===== config.mk =====
export PLATFORM = sky130hd
export DESIGN_NAME = frame_blitter
export DESIGN_NICKNAME = d
export VERILOG_FILES = /design/src/rtl/blit_pkg.sv /design/src/rtl/blit_scan.sv /design/src/rtl/frame_blitter.sv
export SDC_FILE = /design/constraint.sdc
export NUM_CORES = 1
export LEC_CHECK = 0
export CAP_MARGIN = 20
export CORE_MARGIN = 2
export CORE_UTILIZATION = 50
export DETAILED_ROUTE_END_ITERATION = 8
export GPL_TIMING_DRIVEN = 0
export PLACE_DENSITY_LB_ADDON = 0.08
export SLEW_MARGIN = 0
export SYNTH_ARGS = -nofsm -noshare
export SYNTH_HDL_FRONTEND = slang
export SYNTH_HIERARCHICAL = 1
export SYNTH_SLANG_ARGS = --single-unit

===== constraint.sdc =====
create_clock -name i_clk -period 9.6 [get_ports i_clk]
set_clock_uncertainty 0.05 [all_clocks]
set_input_delay 2.88 -clock i_clk [delete_from_list [all_inputs] [get_ports i_clk]]
set_output_delay 2.88 -clock i_clk [all_outputs]
set_load 0.02 [all_outputs]

===== src/rtl/blit_pkg.sv =====
// Shared types and constants for the frame blitter: draw-phase states,
// sprite-ROM-to-write pipeline depth and drain length.
package blit_pkg;

    typedef enum logic [1:0] {
        IDLE,
        BG,
        SPRITE,
        FLUSH
    } blit_state_e;

    localparam int unsigned PIPE_DEPTH = 2;
    localparam int unsigned FLUSH_LEN  = 2;

endpackage


===== src/rtl/blit_scan.sv =====
// Raster counter: x runs 0..x_last then wraps and bumps y; the limits are
// inputs so the same counter serves the full-screen and the sprite pass.
module blit_scan
    import blit_pkg::*;
#(
    parameter int unsigned XW = 9,
    parameter int unsigned YW = 8
) (
    input  logic          clk_i,
    input  logic          rst_n_i,
    input  logic          start_i,
    input  logic          step_i,
    input  logic [XW-1:0] x_last_i,
    input  logic [YW-1:0] y_last_i,
    output logic [XW-1:0] x_o,
    output logic [YW-1:0] y_o,
    output logic          row_end_o,
    output logic          last_o
);

    logic [XW-1:0] x_q, x_d;
    logic [YW-1:0] y_q, y_d;

    assign row_end_o = (x_q == x_last_i);
    assign last_o    = row_end_o && (y_q == y_last_i);
    assign x_o       = x_q;
    assign y_o       = y_q;

    always_comb begin
        x_d = x_q;
        y_d = y_q;
        if (start_i) begin
            x_d = '0;
            y_d = '0;
        end else if (step_i) begin
            if (row_end_o) begin
                x_d = '0;
                y_d = (y_q == y_last_i) ? '0 : y_q + 1'b1;
            end else begin
                x_d = x_q + 1'b1;
            end
        end
    end

    always_ff @(posedge clk_i or negedge rst_n_i) begin
        if (!rst_n_i) begin
            x_q <= '0;
            y_q <= '0;
        end else begin
            x_q <= x_d;
            y_q <= y_d;
        end
    end

endmodule


===== src/rtl/frame_blitter.sv =====
// Double-buffer frame drawer: tiles a background sprite, then overlays a
// clipped player sprite. Define TRANSPARENCY_EN to skip TRANSPARENT_IDX pixels.
module frame_blitter
    import blit_pkg::*;
#(
    parameter int unsigned SCREEN_W        = 320,
    parameter int unsigned SCREEN_H        = 180,
    parameter int unsigned SPRITE_SIZE     = 32,
    parameter int unsigned SPRITE_COUNT    = 8,
    parameter int unsigned COLR_BITS       = 8,
    parameter int unsigned TRANSPARENT_IDX = 0
) (
    input  logic                                                   i_clk,
    input  logic                                                   i_rst_n,
    input  logic                                                   i_frame_start,
    input  logic [$clog2(SPRITE_COUNT)-1:0]                        i_bg_index,
    input  logic [$clog2(SPRITE_COUNT)-1:0]                        i_pl_index,
    input  logic [$clog2(SCREEN_W)-1:0]                            i_pl_x,
    input  logic [$clog2(SCREEN_H)-1:0]                            i_pl_y,
    output logic [$clog2(SPRITE_SIZE*SPRITE_SIZE*SPRITE_COUNT)-1:0] o_sp_addr,
    input  logic [COLR_BITS-1:0]                                   i_sp_data,
    output logic                                                   o_fb_we,
    output logic [$clog2(SCREEN_W*SCREEN_H)-1:0]                   o_fb_addr,
    output logic [COLR_BITS-1:0]                                   o_fb_data,
    output logic                                                   o_buf_sel,
    output logic                                                   o_busy,
    output logic                                                   o_overrun
);

    localparam int unsigned XW   = $clog2(SCREEN_W);
    localparam int unsigned YW   = $clog2(SCREEN_H);
    localparam int unsigned SW   = $clog2(SPRITE_SIZE);
    localparam int unsigned IW   = $clog2(SPRITE_COUNT);
    localparam int unsigned SAW  = $clog2(SPRITE_SIZE*SPRITE_SIZE*SPRITE_COUNT);
    localparam int unsigned FBW  = $clog2(SCREEN_W*SCREEN_H);
    localparam int unsigned LAST = PIPE_DEPTH - 1;

`ifdef TRANSPARENCY_EN
    localparam bit TRANSP_EN = 1'b1;
`else
    localparam bit TRANSP_EN = 1'b0;
`endif

    blit_state_e state_q, state_d;

    logic           buf_sel_q, overrun_q;
    logic [IW-1:0]  bg_idx_q, pl_idx_q;
    logic [XW-1:0]  pl_x_q;
    logic [YW-1:0]  pl_y_q;
    logic [FBW-1:0] bg_cnt_q, bg_cnt_d;
    logic [FBW-1:0] row_base_q, row_base_d;
    logic [1:0]     flush_cnt_q;

    logic           accept;
    logic           scan_start, scan_step, scan_row_end, scan_last;
    logic [XW-1:0]  scan_x, x_last;
    logic [YW-1:0]  scan_y, y_last;
    logic [XW:0]    px_w;
    logic [YW:0]    py_w;
    logic           clip;
    logic           scan_valid, scan_spr;
    logic [SAW-1:0] scan_sp_addr;
    logic [FBW-1:0] scan_fb_addr;
    logic           transp_hit;

    logic [SAW-1:0]       sp_addr_q;
    logic                 pv_q [PIPE_DEPTH];
    logic                 ps_q [PIPE_DEPTH];
    logic [FBW-1:0]       pa_q [PIPE_DEPTH];
    logic                 fb_we_q;
    logic [FBW-1:0]       fb_addr_q;
    logic [COLR_BITS-1:0] fb_data_q;

    assign accept = (state_q == IDLE) && i_frame_start;

    blit_scan #(
        .XW(XW),
        .YW(YW)
    ) u_scan (
        .clk_i    (i_clk),
        .rst_n_i  (i_rst_n),
        .start_i  (scan_start),
        .step_i   (scan_step),
        .x_last_i (x_last),
        .y_last_i (y_last),
        .x_o      (scan_x),
        .y_o      (scan_y),
        .row_end_o(scan_row_end),
        .last_o   (scan_last)
    );

    always_ff @(posedge i_clk or negedge i_rst_n) begin
        if (!i_rst_n) state_q <= IDLE;
        else          state_q <= state_d;
    end

    always_comb begin
        state_d = state_q;
        case (state_q)
            IDLE:    if (i_frame_start) state_d = BG;
            BG:      if (scan_last) state_d = SPRITE;
            SPRITE:  if (scan_last) state_d = FLUSH;
            FLUSH:   if (flush_cnt_q == 2'(FLUSH_LEN - 1)) state_d = IDLE;
            default: state_d = IDLE;
        endcase
    end

    // One bit of headroom keeps the clip comparisons from wrapping at the screen edge.
    always_comb begin
        scan_start   = accept || ((state_q == BG) && scan_last);
        scan_step    = (state_q == BG) || (state_q == SPRITE);
        x_last       = (state_q == SPRITE) ? XW'(SPRITE_SIZE - 1) : XW'(SCREEN_W - 1);
        y_last       = (state_q == SPRITE) ? YW'(SPRITE_SIZE - 1) : YW'(SCREEN_H - 1);
        px_w         = {1'b0, pl_x_q} + (XW+1)'(scan_x);
        py_w         = {1'b0, pl_y_q} + (YW+1)'(scan_y);
        clip         = (px_w >= (XW+1)'(SCREEN_W)) || (py_w >= (YW+1)'(SCREEN_H));
        scan_valid   = 1'b0;
        scan_spr     = 1'b0;
        scan_sp_addr = '0;
        scan_fb_addr = '0;
        case (state_q)
            BG: begin
                scan_valid   = 1'b1;
                scan_sp_addr = SAW'({bg_idx_q, scan_y[SW-1:0], scan_x[SW-1:0]});
                scan_fb_addr = bg_cnt_q;
            end
            SPRITE: begin
                scan_valid   = !clip;
                scan_spr     = 1'b1;
                scan_sp_addr = SAW'({pl_idx_q, scan_y[SW-1:0], scan_x[SW-1:0]});
                scan_fb_addr = row_base_q + FBW'(scan_x);
            end
            default: ;
        endcase
    end

    always_comb begin
        bg_cnt_d   = bg_cnt_q;
        row_base_d = row_base_q;
        if (accept) begin
            bg_cnt_d   = '0;
            row_base_d = FBW'(i_pl_y) * FBW'(SCREEN_W) + FBW'(i_pl_x);
        end else begin
            if (state_q == BG) bg_cnt_d = bg_cnt_q + 1'b1;
            if ((state_q == SPRITE) && scan_row_end) row_base_d = row_base_q + FBW'(SCREEN_W);
        end
    end

    always_ff @(posedge i_clk or negedge i_rst_n) begin
        if (!i_rst_n) begin
            buf_sel_q   <= 1'b0;
            overrun_q   <= 1'b0;
            bg_idx_q    <= '0;
            pl_idx_q    <= '0;
            pl_x_q      <= '0;
            pl_y_q      <= '0;
            bg_cnt_q    <= '0;
            row_base_q  <= '0;
            flush_cnt_q <= '0;
        end else begin
            overrun_q   <= i_frame_start && (state_q != IDLE);
            bg_cnt_q    <= bg_cnt_d;
            row_base_q  <= row_base_d;
            flush_cnt_q <= (state_q == FLUSH) ? flush_cnt_q + 1'b1 : '0;
            if (accept) begin
                buf_sel_q <= !buf_sel_q;
                bg_idx_q  <= i_bg_index;
                pl_idx_q  <= i_pl_index;
                pl_x_q    <= i_pl_x;
                pl_y_q    <= i_pl_y;
            end
        end
    end

    assign transp_hit = (i_sp_data == COLR_BITS'(TRANSPARENT_IDX));

    // Write metadata rides alongside the ROM access so it lines up with i_sp_data.
    always_ff @(posedge i_clk or negedge i_rst_n) begin
        if (!i_rst_n) begin
            sp_addr_q <= '0;
            for (int unsigned i = 0; i < PIPE_DEPTH; i++) begin
                pv_q[i] <= 1'b0;
                ps_q[i] <= 1'b0;
                pa_q[i] <= '0;
            end
            fb_we_q   <= 1'b0;
            fb_addr_q <= '0;
            fb_data_q <= '0;
        end else begin
            sp_addr_q <= scan_sp_addr;
            pv_q[0]   <= scan_valid;
            ps_q[0]   <= scan_spr;
            pa_q[0]   <= scan_fb_addr;
            for (int unsigned i = 1; i < PIPE_DEPTH; i++) begin
                pv_q[i] <= pv_q[i-1];
                ps_q[i] <= ps_q[i-1];
                pa_q[i] <= pa_q[i-1];
            end
            fb_we_q <= pv_q[LAST] && !(TRANSP_EN && ps_q[LAST] && transp_hit);
            if (pv_q[LAST]) begin
                fb_addr_q <= pa_q[LAST];
                fb_data_q <= i_sp_data;
            end
        end
    end

    assign o_sp_addr = sp_addr_q;
    assign o_fb_we   = fb_we_q;
    assign o_fb_addr = fb_addr_q;
    assign o_fb_data = fb_data_q;
    assign o_buf_sel = buf_sel_q;
    assign o_busy    = (state_q != IDLE);
    assign o_overrun = overrun_q;

endmodule

==> results of run 1 <==
[worst max-delay path: stages]
cell and delay, ns:
clkdlybuf4s50_1 0.48, ha_1 0.32, ha_1 0.21, inv_1 0.07
fa_1 0.41, xnor2_1 0.25, nand3b_1 0.13, nor4_1 0.42
nand3_1 0.14, xor2_1 0.18, mux2i_1 0.13
[worst min-delay path by stage]
stage / depth (start not counted) / end / slack, ns
global placement: 0 / pa_q[11] / 0.28
detailed placement: 0 / pv_q[0] / 0.28
floorplan: 0 / pa_q[0] / 0.28
finish: 0 / pa_q[13] / 0.29
CTS: 0 / pa_q[13] / 0.30
global route: 0 / pa_q[7] / 0.30
[metal layers]
metal / vias to the layer above / wire (um) / GRT usage [%]
met2: 124 / 8700 / 37.0
met3: 19 / 585 / 3.57
met5: - / 0 / 0
li1: 2898 / - / -
met1: 2959 / 8430 / 29.4
met4: 0 / 249 / 7.53
[synth_stat cells (3+ instances only)]
| library cell | count | area, sq um |
|---|---|---|
| nor2_1 | 42 | 158 |
| a21oi_1 | 20 | 100 |
| or2_2 | 3 | 18.8 |
| a21o_1 | 8 | 60.1 |
| o21ai_1 | 7 | 35.0 |
| a31oi_1 | 3 | 18.8 |
| xor2_1 | 35 | 307 |
| ha_1 | 51 | 638 |
| a211oi_1 | 5 | 37.5 |
| nand3b_1 | 6 | 45.0 |
| o21a_1 | 3 | 22.5 |
| and3_1 | 12 | 75.1 |
| nor2b_1 | 19 | 119 |
| a22oi_1 | 12 | 90.1 |
| nor3_1 | 13 | 65.1 |
| o211ai_1 | 5 | 37.5 |
| dfrtp_1 | 150 | 3750 |
| fa_1 | 5 | 100 |
| clkbuf_1 | 22 | 82.6 |
| nor3b_1 | 6 | 45.0 |
| or4_1 | 3 | 22.5 |
| a32o_1 | 11 | 110 |
| mux2_2 | 25 | 282 |
| nand4_1 | 11 | 68.8 |
| o21ai_0 | 31 | 155 |
| nand2b_1 | 4 | 25.0 |
| or3_1 | 9 | 56.3 |
| inv_1 | 29 | 109 |
| xnor2_1 | 32 | 280 |
| and2_1 | 14 | 87.6 |
| nand2_1 | 115 | 432 |
| nand3_1 | 16 | 80.1 |
| mux2i_1 | 5 | 50.1 |
| a2111oi_0 | 3 | 26.3 |
| nor4_1 | 5 | 31.3 |
[flip-flops by register name, summed over array words and instances, names as in the netlist, 9 cells and up]
register and count:
pa_q 32, u_scan/x_o 9, pl_x_q 9, o_sp_addr 13, o_fb_addr 16, row_base_q 16, bg_cnt_q 16
[stage by stage]
stage	cell area [sq um]	total power [mW]	setup WS, ns	utilization, %	instances
3_3_place_gp	9010	2.08	-0.320	57.4	1074
4_1_cts	9620	2.79	4.25	61.2	1107
2_1_floorplan	8000	1.74	4.58	-	784
6_report	9620	2.78	4.26	61.2	1107
5_1_grt	9620	2.96	3.98	61.2	1107
3_5_place_dp	9040	2.13	3.81	57.6	1075
[placed cells by master, fill, tap and decap left out, types with 9 or more instances in the layout]
cell / Yosys / layout
mux2_2: 25 / 25
nand4_1: 11 / 11
xor2_1: 35 / 35
nand2_1: 115 / 115
clkbuf_16: 0 / 17
nor3_1: 13 / 13
ha_1: 51 / 51
a22oi_1: 12 / 12
inv_1: 29 / 29
nor2_1: 42 / 42
clkbuf_1: 22 / 26
and3_1: 12 / 12
nor2b_1: 19 / 19
a32o_1: 11 / 11
and2_1: 14 / 14
xnor2_1: 32 / 32
dfrtp_1: 150 / 150
a21oi_1: 20 / 20
conb_1: 2 / 11
clkdlybuf4s50_1: 0 / 73
o21ai_0: 31 / 31
nand3_1: 16 / 16
or3_1: 9 / 9
[cell type report]
class                      instances  area (sq um)
buffer                            26           106
sequential                       150          3750
inverter                          29           109
clock buffer                      22           454
fill                            1316          6090
timing repair buffer              75           769
clock inverter                    10           121
multi-input combinational        579          4040
tap                              216           270
[kinds of logic (layout without fill, tap and decap cells)]
kind of cell	after synthesis	count (layout)	synth area share (%)
and+or+nand+nor	287	287	17.8
DFF	150	150	47.1
AOI/OAI and AO/OA	128	128	11.5
xor gates and xnor gates	67	67	7.36
adders and majority gates	56	56	9.26
buffers and inverters	55	162	2.70
muxes	30	30	4.16
other	2	11	0.0942
[report_power, final]
part / internal (mW) / switching (mW)
combinational: 0.487 / 0.634
sequential: 0.849 / 0.155
clock: 0.391 / 0.259
total: 1.73 / 1.05
==> results.yml, run 1 <==
grt:
  grt_pass1_vias: 5933
  antenna_found_initial: 0
  grt_usage_pct: 22.1
  grt_overflow_total: 0
  grt_max_degree: 103
  grt_pass1_wl_mm: 29.0
worst_setup_path:
  crit_end: "row_base_q[15]"
  r2r_slack_ns: 4.95
  crit_path_end_kind: "flip-flop"
  critical_path.max_fanout: 4
  crit_start: "i_pl_y[1]"
  arrival_ns: 5.63
  path_class: "input pin to flip-flop"
  timing.reg2reg.worst_path_depth: 13
  critPathRequiredTime_ns: 9.89
  r2r-end: "u_scan/x_o[8]"
  r2r-start: "state_q[0]"
  crit_path_start_kind: "input pin"
cts:
  cts-root-buf: "clkbuf_16"
  clock_path_buffers: 2
  worstSkewPairLatency_ns: 0.42
  postCtsSetupRepairBufs: 0
  cts_sinks: 150
  clkTransAtPathRegs_ns: 0.06
  cts.htree.levels: 4
  numCtsBuffers: 17
  postCtsResizedCells: 0
  cts_tree: "yes"
  postCtsHoldBufs: 0
drt:
  totalWireLength_mm: 18.0
  vias_per_cell: 5.42
  ant_nets: 0
  drtIter0Drc: 269
  post_drt_wl_per_cell_um: 16.2
  vias: 6000
  firstDrtPassIters: 5
  drc_errors: 0
timing:
  tns_ns: 0
  fmax_mhz: 187
  holdWs_ns: 0.290
  worst_pin_slew_ns: 0.612
  maxSlewViolCount: 0
  hold_viol: 0
  setup_viol: 0
  grt_setup_unrepaired: "no"
  relSlewSlack_pct: 59.1
  fin_crit_ns: 5.34
  post-route-period-util_pct: 55.6
floorplanning:
  rows: 46
  initial_core_util_pct: 50.7
  die_y_um: 130
  die-area_sq_mm: 0.0170
  core_sq_mm: 0.0157
  pin_count: 75
  die_x_um: 130
synthesis:
  ys.flop_type: "dfrtp_1"
  avgSynthCellArea_sq_um: 10.3
  async_flop_share_pct: 100
  yosys.cell_types.count: 63
  syn_area_sq_mm: 0.00797
  synth-edff-count: 0
  synth_cells: 775
  ys_warn_count: 6
  ys_ff_latch: 150
  yosysSeqAreaShare_pct: 47.1
placed_design:
  io_buffers: 74
  gp_congestion: 0.910
  hpwl_mm: 13.2
pwr:
  ir_worst_vdd_mv: 0.143
  p_leak_nw: 4.45
  p_per_area_mw_per_mm2: 289
min_path:
  hp-class: "flip-flop to flip-flop"
  hold_start: "pa_q[29]"
outcome:
  outcome: "finished, final reports clean"
layout:
  area_growth_pct: 20.7
  drive_gt1_share_pct: 8.19
  antennaDiodeCount: 0
  nets: 968
job:
  maxCapViolCount: 0
Power figures use the tool's default switching activity.
==> run 2: changes to the inputs <==
==> constraint.sdc (replaced) <==
create_clock -name i_clk -period 4.65 [get_ports i_clk]
set_clock_uncertainty 0.05 [all_clocks]
set_input_delay 1.395 -clock i_clk [delete_from_list [all_inputs] [get_ports i_clk]]
set_output_delay 1.395 -clock i_clk [all_outputs]
set_load 0.02 [all_outputs]
==> results.yml, run 2 (synthesis results as in run 1) <==
drt:
  wl_met2_mm: 8.71
  ant_nets: 0
  drtIter0Drc: 270
  drc_errors: 0
  highest_layer: "met4"
  post_drt_wl_per_cell_um: 16.2
  totalWireLength_mm: 18.0
  vias_per_cell: 5.42
  firstDrtPassIters: 5
  route.met3.wl_um: 597
  drt-met1-wl_mm: 8.41
  vias: 6004
placed_design:
  dpl_worst_slack_ns: 0.140
  hpwl_mm: 13.2
  io_buffers: 74
  gp_congestion: 0.910
worst_setup_path:
  r2r-end: "u_scan/x_o[8]"
  timing.reg2reg.worst_path_depth: 13
  critical_path.max_fanout: 10
  crit_path_end_kind: "flip-flop"
  r2r-start: "state_q[0]"
  arrival_ns: 4.53
  critPathRequiredTime_ns: 4.88
  path_class: "flip-flop to flip-flop"
  r2r_slack_ns: 0.35
  crit_path_start_kind: "flip-flop"
cts:
  cts-root-buf: "clkbuf_16"
  postCtsHoldBufs: 0
  cts_sinks: 150
  cts_tree: "yes"
  postCtsResizedCells: 0
  cts.htree.levels: 4
  worstSkewPairLatency_ns: 0.42
  postCtsSetupRepairBufs: 0
  clkTransAtPathRegs_ns: 0.06
  clock_path_buffers: 2
  numCtsBuffers: 17
floorplanning:
  rows: 46
  die-area_sq_mm: 0.0170
  initial_core_util_pct: 50.7
  die_y_um: 130
  core_sq_mm: 0.0157
  pin_count: 75
  die_x_um: 130
grt:
  grt_usage_pct: 22.1
  grt_max_degree: 103
  antenna_found_initial: 0
  grt_pass1_wl_mm: 29.0
  grt_overflow_total: 0
  grt_pass1_vias: 5933
outcome:
  outcome: "finished, final reports clean"
job:
  maxCapViolCount: 0
layout:
  nets: 968
  largest_reg_flops: 32
  antennaDiodeCount: 0
  drive_gt1_share_pct: 8.42
  area_growth_pct: 20.8
  layout_common_cells: "dfrtp_1, nand2_1, clkdlybuf4s50_1"
  final_common_cell: "dfrtp_1"
  top_register: "pa_q"
  fillers: 1316
timing:
  hold_viol: 0
  post-route-period-util_pct: 92.4
  maxSlewViolCount: 0
  fmax_mhz: 233
  grt_setup_unrepaired: "no"
  fin_crit_ns: 4.30
  setup_ws_ns: 0.355
  setup_viol: 0
  tns_ns: 0
  relSlewSlack_pct: 59.2
  worst_pin_slew_ns: 0.610
pwr:
  swShare_pct: 37.8
  p_leak_nw: 4.46
  total_power_mw: 5.73
  ir_worst_vdd_mv: 0.296
  p_per_area_mw_per_mm2: 596
  cell_internal_pwr_mw: 3.57
  pwr-share-comb_pct: 40.4
  power_frac_clock_pct: 23.4
  p_switching_mw: 2.17
  p_seq_share_pct: 36.2
min_path:
  hold_path_end: "pa_q[13]"
  hold_path_depth: 0
  hold_start: "pa_q[29]"
  hp-class: "flip-flop to flip-flop"
## run 2: changes by cell type in the layout (fill, tap and decap cells not counted)
cell,before,now
clkbuf_1,26,25
clkbuf_2,0,1
nor3_1,13,12
nor3_2,0,1
## run 2: worst max-delay path, cell delays in order (launching register included)
cell	delay (ns)
dfrtp_1	0.41
inv_1	0.14
ha_1	0.50
clkbuf_2	0.34
inv_1	0.20
xor2_1	0.22
nor4_2	0.37
nand3_1	0.31
nor3_2	0.40
nand2_1	0.09
nand2_1	0.18
clkbuf_1	0.39
clkbuf_1	0.43
nor3_1	0.13
## run 2: layout make-up
class	count	area [sq um]	area share [%]
clock inverters	10	121	1.26
inverters	29	109	1.13
plain buffers	26	108	1.12
clock buffers	22	454	4.72
multi-input cells	579	4040	42.0
repair buffers	75	769	7.99
well taps	216	270	2.81
flip-flops and latches	150	3750	39.0
## run 2: worst max path at each step
stage	slack, ns	to	cells past startpoint	start
2_1_floorplan	1.11	row_base_q[15]	10	i_pl_y[1]
3_3_place_gp	-3.78	o_sp_addr[8]	1	i_rst_n
3_5_place_dp	0.14	u_scan/x_o[6]	13	state_q[0]
4_1_cts	0.12	u_scan/x_o[6]	13	state_q[0]
5_1_grt	0.08	u_scan/x_o[8]	13	state_q[0]
6_report	0.35	u_scan/x_o[8]	13	state_q[0]
## run 2: power by group through the flow
stage	registers [mW]	logic, mW	clock network (mW)
after detailed placement	2.10	2.31	0
final	2.07	2.32	1.34
after global placement	2.07	2.24	0
after CTS	2.08	2.32	1.36
after floorplan	2.15	1.44	0
after global routing	2.13	2.57	1.43
## run 2: through the flow
stage | instance area [sq um] | hold slack [ns] | util, % | instances
after floorplan | 8000 | 0.281 | - | 784
after global placement | 9010 | 0.283 | 57.4 | 1074
after detailed placement | 9040 | 0.285 | 57.6 | 1075
after CTS | 9620 | 0.297 | 61.2 | 1107
after global routing | 9630 | 0.301 | 61.3 | 1107
final | 9630 | 0.290 | 61.3 | 1107
## run 2: metal layers
metal  vias up  GRT usage (%)
met3        18           3.57
li1       2898              -
met1      2962           29.4
met2       126           37.0
met5         -              0
met4         0           7.53
==> run 3: changes to the inputs <==
--- a/config.mk
+++ b/config.mk
@@ -9,6 +9,7 @@
 export CORE_MARGIN = 2
 export CORE_UTILIZATION = 50
 export DETAILED_ROUTE_END_ITERATION = 8
+export DONT_BUFFER_PORTS = 1
 export GPL_TIMING_DRIVEN = 0
 export PLACE_DENSITY_LB_ADDON = 0.08
 export SLEW_MARGIN = 0
==> results.yml, run 3 (synthesis results as in run 1) <==
layout:
  layout_common_cells: "dfrtp_1, nand2_1, ha_1"
  final_common_cell: "dfrtp_1"
  largest_reg_flops: 32
  antennaDiodeCount: 0
  stdcell_area_sq_mm: 0.00883
  top_register: "pa_q"
  nets: 893
  area_growth_pct: 10.8
  drive_gt1_share_pct: 9.20
placed_design:
  dpl-instance-area_sq_mm: 0.00827
  io_buffers: 0
  gp_congestion: 0.880
  dpl_worst_slack_ns: 0.0546
  hpwl_mm: 12.9
pwr:
  total_power_mw: 5.39
  p_switching_mw: 2.12
  p_seq_share_pct: 41.6
  p_per_area_mw_per_mm2: 610
  pwr-share-comb_pct: 34.6
  power_frac_clock_pct: 23.8
  ir_worst_vdd_mv: 0.309
  cell_internal_pwr_mw: 3.27
  swShare_pct: 39.4
  p_leak_nw: 4.16
grt:
  antenna_found_initial: 0
  grt_usage_pct: 22.1
  grt_max_degree: 151
  grt_pass1_vias: 5706
  grt_pass1_wl_mm: 28.9
  grt_overflow_total: 0
worst_setup_path:
  crit_start: "state_q[0]"
  crit_path_start_kind: "flip-flop"
  worstPathCellList: "inv_1 -> ha_1 -> clkbuf_2 -> inv_1 -> xor2_1 -> nor4_2 -> nand3_1 -> nor3_2 -> nand2_1 -> nand2_1 -> clkbuf_1 -> clkbuf_1 -> nor3_1"
  timing.reg2reg.worst_path_depth: 13
  r2r_slack_ns: 0.30
  r2r-end: "u_scan/x_o[5]"
  critical_path.max_fanout: 10
  critPathRequiredTime_ns: 4.88
  path_class: "flip-flop to flip-flop"
  r2r-start: "state_q[0]"
  slowest_delay_ns: 0.48
  cp_top_family: "buffers and inverters"
  crit_slowest_cell: "ha_1"
  crit_path_end_kind: "flip-flop"
  arrival_ns: 4.58
  path_buf_inv: 5
timing:
  hold_viol: 0
  relSlewSlack_pct: 58.6
  fmax_mhz: 230
  maxSlewViolCount: 0
  fin_crit_ns: 4.35
  setup_viol: 0
  grt_setup_unrepaired: "no"
  post-route-period-util_pct: 93.6
  worst_pin_slew_ns: 0.619
  tns_ns: 0
  setup_ws_ns: 0.300
min_path:
  hold_start: "pa_q[22]"
  hold_path_end: "pa_q[6]"
  hp-class: "flip-flop to flip-flop"
  hold_path_depth: 0
cts:
  numCtsBuffers: 17
  cts_sinks: 150
  clock_path_buffers: 2
  worstSkewPairLatency_ns: 0.42
  cts-root-buf: "clkbuf_16"
  cts.htree.levels: 4
  clkTransAtPathRegs_ns: 0.06
  cts_tree: "yes"
  postCtsHoldBufs: 0
job:
  maxCapViolCount: 0
floorplanning:
  die-area_sq_mm: 0.0170
  die_x_um: 130
  rows: 46
  core_sq_mm: 0.0157
  pin_count: 75
  initial_core_util_pct: 50.7
  die_y_um: 130
drt:
  firstDrtPassIters: 5
  post_drt_wl_per_cell_um: 17.4
  drtIter0Drc: 336
  ant_nets: 0
  vias: 5780
  totalWireLength_mm: 18.0
  vias_per_cell: 5.61
  drc_errors: 0
outcome:
  outcome: "finished, final reports clean"
[run 3: cell count changes in the layout (fill, tap and decap cells not counted), sizes merged]
cell,change
clkinvlp,+1
buf,-2
clkbuf,-3
inv,-1
clkdlybuf4s50,-73
clkinv,+3
bufinv,-1
[run 3: timing repair]
| item | CTS | global route |
|---|---|---|
| setup endpoints to repair | 0 | 16 |
| setup buffers | 0 | 0 |
| resized for setup | 0 | 3 |
[run 3: layer usage]
layer	vias to the layer above	track usage, %	wire length (um)
met5	-	0	0
met4	0	9.36	427
met3	32	4.47	853
met2	150	35.9	8540
met1	2851	29.0	8130
li1	2747	-	-
[run 3: layout make-up]
type / instances / area (sq um)
Multi-Input combinational cell: 579 / 4040
Sequential cell: 150 / 3750
Tap cell: 216 / 270
Inverter: 29 / 109
Buffer: 26 / 108
Fill cell: 1359 / 6880
Clock buffer: 19 / 443
Clock inverter: 12 / 105
[run 3: how the worst max path moves through the flow]
stage	to	slack (ns)	cells past startpoint
2_1_floorplan	row_base_q[15]	1.11	10
3_3_place_gp	u_scan/x_o[8]	0.11	13
3_5_place_dp	u_scan/x_o[8]	0.05	13
4_1_cts	u_scan/x_o[6]	0.02	13
5_1_grt	u_scan/x_o[5]	0.06	13
6_report	u_scan/x_o[5]	0.30	13
[run 3: power by group through the flow]
stage | registers, mW | clock network [mW] | logic, mW
floorplan | 2.15 | 0 | 1.44
global placement | 2.24 | 0 | 1.78
detailed placement | 2.26 | 0 | 1.85
CTS | 2.24 | 1.31 | 1.87
global route | 2.30 | 1.37 | 2.09
finish | 2.24 | 1.28 | 1.86
[run 3: through the flow]
stage                     hold WS [ns]  utilization [%]  instances
after floorplan                  0.281                -        784
after global placement           0.284             52.7       1000
after detailed placement         0.285             52.7       1000
after CTS                        0.298             56.1       1031
after global routing             0.290             56.2       1031
final                            0.297             56.2       1031
[run 3: worst register-to-register path, stage by stage (launching register included)]
cell      delay (ns)
dfrtp_1         0.40
inv_1           0.14
ha_1            0.48
clkbuf_2        0.36
inv_1           0.20
xor2_1          0.23
nor4_2          0.36
nand3_1         0.32
nor3_2          0.40
nand2_1         0.09
nand2_1         0.19
clkbuf_1        0.39
clkbuf_1        0.46
nor3_1          0.13
